==> config.mk <==
export PLATFORM = sky130hd
export DESIGN_NAME = tour_move_sequencer_flat
export DESIGN_NICKNAME = d
export VERILOG_FILES = /design/src/rtl/kt_pkg.sv /design/src/rtl/tour_move_sequencer_if.sv /design/src/rtl/knight_move_decode.sv /design/src/rtl/tour_move_sequencer.sv /design/src/flat_wrapper.sv
export SDC_FILE = /design/constraint.sdc
export NUM_CORES = 1
export LEC_CHECK = 0
export BUFFER_PORTS_ARGS = -buffer_cell sky130_fd_sc_hd__buf_2
export CAP_MARGIN = 15
export CELL_PAD_IN_SITES_DETAIL_PLACEMENT = 1
export CELL_PAD_IN_SITES_GLOBAL_PLACEMENT = 1
export CORE_MARGIN = 8
export CORE_UTILIZATION = 35
export CTS_BUF_LIST = sky130_fd_sc_hd__clkbuf_8
export DETAILED_ROUTE_END_ITERATION = 8
export GPL_ROUTABILITY_DRIVEN = 0
export GPL_TIMING_DRIVEN = 0
export HOLD_SLACK_MARGIN = 0.15
export PLACE_DENSITY = 0.94
export SLEW_MARGIN = 20
export SYNTH_ARGS = -nofsm -noshare
export SYNTH_HDL_FRONTEND = slang
export SYNTH_HIERARCHICAL = 1
export SYNTH_SLANG_ARGS = --single-unit
export TNS_END_PERCENT = 100
==> constraint.sdc <==
create_clock -name clk -period 4.1 [get_ports clk]
set_clock_uncertainty 0.2 [all_clocks]
set_input_delay 0.205 -clock clk [delete_from_list [all_inputs] [get_ports clk]]
set_output_delay 0.205 -clock clk [all_outputs]
set_load 0.01 [all_outputs]
==> src/rtl/kt_pkg.sv <==
// Shared definitions for the knight's tour move sequencer: command fields,
// heading and response constants, and the sequencer state type.
package kt_pkg;

  localparam logic [3:0] MOVE         = 4'h2;
  localparam logic [3:0] MOVE_FANFARE = 4'h3;

  localparam logic [7:0] HDG_N = 8'h00;
  localparam logic [7:0] HDG_W = 8'h3F;
  localparam logic [7:0] HDG_S = 8'h7F;
  localparam logic [7:0] HDG_E = 8'hBF;

  localparam logic [7:0] POS_ACK  = 8'hA5;
  localparam logic [7:0] MOVE_ACK = 8'h5A;

  typedef enum logic [2:0] {
    IDLE,
    VERT,
    WAIT_V,
    HORZ,
    WAIT_H
  } seq_state_t;

  // cmd_proc command word layout
  typedef struct packed {
    logic [3:0] opcode;
    logic [7:0] heading;
    logic [3:0] squares;
  } move_cmd_t;

endpackage

==> src/rtl/tour_move_sequencer_if.sv <==
// Command path between the sequencer and cmd_proc.
interface tour_move_sequencer_if;
  logic [15:0] cmd;
  logic        cmd_rdy;
  logic        clr_cmd_rdy;
  logic        send_resp;

  modport master (
    output cmd,
    output cmd_rdy,
    input  clr_cmd_rdy,
    input  send_resp
  );

  modport slave (
    input  cmd,
    input  cmd_rdy,
    output clr_cmd_rdy,
    output send_resp
  );
endinterface

==> src/rtl/knight_move_decode.sv <==
// Decodes a one-hot knight move into its vertical and horizontal component
// commands. Illegal codes (zero-hot or multi-hot) resolve to the lowest set
// bit, with zero-hot treated as bit0.
module knight_move_decode
  import kt_pkg::*;
(
  input  logic [7:0]  move,
  output logic [15:0] vert_cmd,
  output logic [15:0] horz_cmd
);

  logic [2:0] sel;
  logic       dx_pos;
  logic       dx_two;
  logic       dy_pos;
  logic       dy_two;
  move_cmd_t  vert;
  move_cmd_t  horz;

  // Lowest set bit wins; scanning from the top lets lower bits overwrite.
  always_comb begin
    sel = 3'd0;
    for (int unsigned i = 0; i < 8; i++) begin
      if (move[7 - i]) sel = 3'(7 - i);
    end
  end

  // Displacement sign and magnitude for each of the eight L-moves.
  always_comb begin
    dx_pos = 1'b1;
    dx_two = 1'b0;
    dy_pos = 1'b1;
    dy_two = 1'b1;
    case (sel)
      3'd0: begin dx_pos = 1'b1; dx_two = 1'b0; dy_pos = 1'b1; dy_two = 1'b1; end
      3'd1: begin dx_pos = 1'b0; dx_two = 1'b0; dy_pos = 1'b1; dy_two = 1'b1; end
      3'd2: begin dx_pos = 1'b0; dx_two = 1'b1; dy_pos = 1'b1; dy_two = 1'b0; end
      3'd3: begin dx_pos = 1'b0; dx_two = 1'b1; dy_pos = 1'b0; dy_two = 1'b0; end
      3'd4: begin dx_pos = 1'b0; dx_two = 1'b0; dy_pos = 1'b0; dy_two = 1'b1; end
      3'd5: begin dx_pos = 1'b1; dx_two = 1'b0; dy_pos = 1'b0; dy_two = 1'b1; end
      3'd6: begin dx_pos = 1'b1; dx_two = 1'b1; dy_pos = 1'b0; dy_two = 1'b0; end
      3'd7: begin dx_pos = 1'b1; dx_two = 1'b1; dy_pos = 1'b1; dy_two = 1'b0; end
      default: ;
    endcase
  end

  // Assemble the two component commands.
  always_comb begin
    vert.opcode  = MOVE;
    vert.heading = dy_pos ? HDG_N : HDG_S;
    vert.squares = dy_two ? 4'd2 : 4'd1;
    horz.opcode  = MOVE_FANFARE;
    horz.heading = dx_pos ? HDG_E : HDG_W;
    horz.squares = dx_two ? 4'd2 : 4'd1;
    vert_cmd     = vert;
    horz_cmd     = horz;
  end

endmodule

==> src/rtl/tour_move_sequencer.sv <==
// Walks a solved knight's tour, issuing each move to cmd_proc as a vertical
// then a horizontal component command, and muxes the command path between
// the UART and the sequencer.
module tour_move_sequencer
  import kt_pkg::*;
#(
  parameter int unsigned NUM_MOVES = 24
) (
  input  logic                  clk,
  input  logic                  rst,
  input  logic                  start_tour,
  input  logic [7:0]            move,
  output logic [4:0]            mv_indx,
  input  logic [15:0]           cmd_UART,
  input  logic                  cmd_rdy_UART,
  tour_move_sequencer_if.master cmd_bus,
  output logic [7:0]            resp,
  output logic                  tour_active
);

  localparam logic [4:0] LAST_INDX = 5'(NUM_MOVES - 1);

  seq_state_t  state;
  seq_state_t  state_nxt;
  logic [4:0]  mv_indx_nxt;
  logic        tour_active_nxt;
  logic [15:0] vert_cmd;
  logic [15:0] horz_cmd;
  logic [15:0] seq_cmd;
  logic        seq_rdy;

  knight_move_decode u_decode (
    .move     (move),
    .vert_cmd (vert_cmd),
    .horz_cmd (horz_cmd)
  );

  // State, move index and ownership flag registers.
  always_ff @(posedge clk) begin
    if (rst) begin
      state       <= IDLE;
      mv_indx     <= '0;
      tour_active <= 1'b0;
    end else begin
      state       <= state_nxt;
      mv_indx     <= mv_indx_nxt;
      tour_active <= tour_active_nxt;
    end
  end

  // Next-state logic; clr_cmd_rdy is the only exit from VERT/HORZ, so a
  // send_resp arriving there (alone or with clr) is dropped.
  always_comb begin
    state_nxt       = state;
    mv_indx_nxt     = mv_indx;
    tour_active_nxt = tour_active;
    case (state)
      IDLE: begin
        if (start_tour) begin
          state_nxt       = VERT;
          mv_indx_nxt     = '0;
          tour_active_nxt = 1'b1;
        end
      end
      VERT: begin
        if (cmd_bus.clr_cmd_rdy) state_nxt = WAIT_V;
      end
      WAIT_V: begin
        if (cmd_bus.send_resp) state_nxt = HORZ;
      end
      HORZ: begin
        if (cmd_bus.clr_cmd_rdy) state_nxt = WAIT_H;
      end
      WAIT_H: begin
        if (cmd_bus.send_resp) begin
          if (mv_indx == LAST_INDX) begin
            state_nxt       = IDLE;
            tour_active_nxt = 1'b0;
          end else begin
            state_nxt   = VERT;
            mv_indx_nxt = mv_indx + 5'd1;
          end
        end
      end
      default: state_nxt = IDLE;
    endcase
  end

  // Sequencer-side command and valid, decoded from the current state.
  always_comb begin
    seq_rdy = 1'b0;
    seq_cmd = vert_cmd;
    case (state)
      VERT:    seq_rdy = 1'b1;
      HORZ:    begin seq_rdy = 1'b1; seq_cmd = horz_cmd; end
      WAIT_H:  seq_cmd = horz_cmd;
      default: ;
    endcase
  end

  // Command path mux: UART owns it unless a tour is in progress.
  always_comb begin
    cmd_bus.cmd     = cmd_UART;
    cmd_bus.cmd_rdy = cmd_rdy_UART;
    if (tour_active) begin
      cmd_bus.cmd     = seq_cmd;
      cmd_bus.cmd_rdy = seq_rdy;
    end
  end

  // Response byte: the final horizontal completion reports A5 like UART traffic.
  always_comb begin
    resp = POS_ACK;
    if (tour_active && !(state == WAIT_H && mv_indx == LAST_INDX)) resp = MOVE_ACK;
  end

endmodule

==> src/flat_wrapper.sv <==
// flat-port wrapper written by rule: the top's interface ports become plain ports
module tour_move_sequencer_flat import kt_pkg::*;
#(
  parameter int unsigned NUM_MOVES = 24
)
  (clk, rst, start_tour, move, mv_indx, cmd_UART, cmd_rdy_UART, resp, tour_active, cmd_bus_cmd, cmd_bus_cmd_rdy, cmd_bus_clr_cmd_rdy, cmd_bus_send_resp);
  tour_move_sequencer_if cmd_bus_i ();
  input  logic clk;
  input  logic rst;
  input  logic start_tour;
  input  logic [7:0] move;
  output logic [4:0] mv_indx;
  input  logic [15:0] cmd_UART;
  input  logic cmd_rdy_UART;
  output logic [7:0] resp;
  output logic tour_active;
  output wire logic [$bits(cmd_bus_i.cmd)-1:0] cmd_bus_cmd;
  output wire logic [$bits(cmd_bus_i.cmd_rdy)-1:0] cmd_bus_cmd_rdy;
  input wire logic [$bits(cmd_bus_i.clr_cmd_rdy)-1:0] cmd_bus_clr_cmd_rdy;
  input wire logic [$bits(cmd_bus_i.send_resp)-1:0] cmd_bus_send_resp;
  assign cmd_bus_cmd = cmd_bus_i.cmd;
  assign cmd_bus_cmd_rdy = cmd_bus_i.cmd_rdy;
  assign cmd_bus_i.clr_cmd_rdy = cmd_bus_clr_cmd_rdy;
  assign cmd_bus_i.send_resp = cmd_bus_send_resp;
  tour_move_sequencer #(.NUM_MOVES(NUM_MOVES)) u_core (.clk(clk), .rst(rst), .start_tour(start_tour), .move(move), .mv_indx(mv_indx), .cmd_UART(cmd_UART), .cmd_rdy_UART(cmd_rdy_UART), .cmd_bus(cmd_bus_i), .resp(resp), .tour_active(tour_active));
endmodule
==> flow_metrics.env <==
export IMPL_status="complete, no violations"
export IMPL_cts_resized=0
export IMPL_drt_total_wl_um=3950
export IMPL_cp_end_kind="output port"
export IMPL_grt_overflow=0
export IMPL_cp_required_ns=3.69
export IMPL_hp_start="rst"
export IMPL_path_max_fanout=10
export IMPL_cts_made_buffers=3
export IMPL_ctsLongestPathBuffers=2
export IMPL_nFillCells=486
export IMPL_syn_to_final_growth_pct=39.8
export IMPL_crit_top_cell="buf_2"
export IMPL_r2r_start="u_core/mv_indx[0]"
export IMPL_die_area_mm2=0.00574
export IMPL_cp_num_buf_inv=3
export IMPL_ys_types=40
export IMPL_final_hold_viol_count=0
export IMPL_drc=0
export IMPL_slowest_stage="or3b_4"
export IMPL_p_per_area_mw_per_mm2=214
export IMPL_core_area_mm2=0.00339
export IMPL_drt_iter0_drc=32
export IMPL_synth_seq_cells=9
export IMPL_ys_async_sr_fraction_pct=0
export IMPL_htreeDepth=1
export IMPL_die_x_um=75.8
export IMPL_critical_path_class="reg -> out"
export IMPL_synth_edff_count=0
export IMPL_nets=286
export IMPL_hold_path_end="u_core/mv_indx[1]"
export IMPL_slew_headroom_pct=56.4
export IMPL_root_buffer="clkbuf_8"
export IMPL_grtUsageTotal_pct=14.4
export IMPL_clkLatencyLatePin_ns=0.24
export IMPL_post_route_period_util_pct=55.3
export IMPL_rrSetupSlack_ns=2.20
export IMPL_p_total_uw=375
export IMPL_critPathTopFamily="simple AND/OR/NAND/NOR gates"
export IMPL_grt_setup_unrepaired="no"
export IMPL_r2r_end="u_core/mv_indx[2]"
export IMPL_die_h_um=75.8
export IMPL_via_per_inst=4.66
export IMPL_row_count=21
export IMPL_worstHoldPathCells=3
export IMPL_antenna_found_initial=0
export IMPL_n_antenna_cell=0
export IMPL_synthFlopType="dfxtp_1"
export IMPL_start_util_pct=36.9
export IMPL_io_pins=61
export IMPL_seq_area_frac_synth_pct=14.4
export IMPL_antenna_left=0
export IMPL_setup_viol=0
export IMPL_wl_per_cell_um=13.2
export IMPL_multi_input_area_um2=792
export IMPL_cts_tree="built"
export IMPL_crit_chain="buf_2 -> or3b_4 -> nand2_8 -> buf_12 -> mux2i_1 -> a21oi_1 -> buf_2"
export IMPL_netlist_instances=170
export IMPL_syn_avg_cell_area_um2=7.35
export IMPL_clk_pin_slew_worst_paths_ns=0.05
export IMPL_syn_cell_area_mm2=0.00125
export IMPL_layout_common_cells="buf_2 (61), buf_4 (36), nor2_1 (23)"
export IMPL_drt_pass1_iterations=4
export IMPL_slowest_delay_ns=0.44
export IMPL_layout_commonest_cell="buf_2"
export IMPL_regArea_um2=180
export IMPL_drive_above_1_share_pct=43.3
export IMPL_tns_ns=0
export IMPL_cp_start_kind="flip-flop"
export IMPL_p_leak_uw=0.000849
export IMPL_vias=1398
export IMPL_min_path_type="in -> reg"
export IMPL_ir_worst_vdd_mv=0.163
export IMPL_hpwl_um=3240
export IMPL_cts_sinks=9
export IMPL_fin_crit_ns=2.27
export IMPL_worst_pin_slew_ns=0.649
export IMPL_ys_warnings_count=6
export IMPL_grt_pass1_vias=1456
export IMPL_port_buffers=60
export IMPL_drv_slew=0
export IMPL_grt_pass1_wl_um=6500
export IMPL_fmaxAchievable_ghz=0.441
export IMPL_r2r_cells=4
export IMPL_grt_max_degree=11
export IMPL_max_cap_viol_count=0
export IMPL_cp_data_arrival_time_ns=1.86
export IMPL_startpoint="u_core/state[1]"
## timing repair
item | in CTS | in global routing
endpoints found under the hold margin | 3 | 0
endpoints found under the setup margin | 0 | 0
hold buffers | 2 | 0
buffers inserted | 0 | 0
## area by class of cell
class,count,share of cell area [%]
Inverter,6,1.29
Tap cell,46,3.29
Multi-Input combinational cell,128,45.3
Buffer,45,18.8
Timing Repair Buffer,62,18.3
Clock buffer,3,2.36
Clock inverter,1,0.286
Sequential cell,9,10.3
## Yosys cell counts (2+ instances only)
cell type | count | area, um^2
nand3b_1 | 3 | 22.5
nand4b_1 | 2 | 17.5
o21ai_1 | 3 | 15.0
nor2_1 | 23 | 86.3
dfxtp_1 | 9 | 180
o21ai_0 | 4 | 20.0
buf_4 | 36 | 270
nor3_1 | 3 | 15.0
clkbuf_1 | 6 | 22.5
mux2i_1 | 16 | 160
a21oi_1 | 21 | 105
conb_1 | 2 | 7.51
nand2_1 | 4 | 15.0
nor4_1 | 5 | 31.3
nand4_1 | 2 | 12.5
inv_1 | 6 | 22.5
o31ai_1 | 2 | 15.0
## kinds of logic (layout without fill, tap and decap cells)
| family | Yosys count | count (layout) | share of synthesized area (%) |
|---|---|---|---|
| buffers and inverters | 51 | 117 | 28.1 |
| xor gates and xnor gates | 1 | 1 | 0.701 |
| adders and majority gates | 1 | 1 | 1.00 |
| muxes | 17 | 17 | 13.7 |
| AOI/OAI and AO/OA | 38 | 38 | 18.8 |
| other | 2 | 20 | 0.601 |
| DFF | 9 | 9 | 14.4 |
| and+or+nand+nor | 51 | 51 | 22.6 |
## worst min-delay path, stage by stage
cell,delay (ns)
buf_2,0.09
nor4_1,0.08
a32o_1,0.20
## power breakdown
part           total (uW)  switching, uW  internal [uW]
Combinational         174           90.4           84.0
Sequential           91.8           1.20           90.6
Clock                 109           41.7           66.8
## routing by layer
metal	vias up	share of wire (%)	wire length, um	GRT usage [%]
met4	0	0.48	19	2.35
met1	656	39	1530	15.3
li1	714	-	-	-
met3	3	6.1	239	3.82
met5	-	0	0	0
met2	25	55	2160	27.6
## sequential cells by signal, indices dropped and copies added, names as in the netlist
signal,flops
u_core/mv_indx,5
u_core/tour_active,1
u_core/state,3
## through the flow
step	hold slack (ns)	worst slack (ns)	area [um^2]	cells	utilization [%]
final	0.182	1.83	1750	300	51.6
after global routing	0.185	1.73	1750	300	51.6
after CTS	0.177	1.82	1740	300	51.4
after floorplan	0.179	2.12	1320	188	-
after global placement	0.311	1.83	1680	294	49.4
after detailed placement	0.324	1.83	1680	294	49.4
## how the worst max path moves through the flow
stage	endpoint	slack, ns	cells after the start
6_report	cmd_bus_cmd[10]	1.83	7
5_1_grt	cmd_bus_cmd[10]	1.73	7
4_1_cts	cmd_bus_cmd[10]	1.82	6
3_5_place_dp	cmd_bus_cmd[10]	1.83	6
3_3_place_gp	cmd_bus_cmd[8]	1.83	6
2_1_floorplan	resp[3]	2.12	5
No activity file was read; power rests on OpenSTA's default activity.
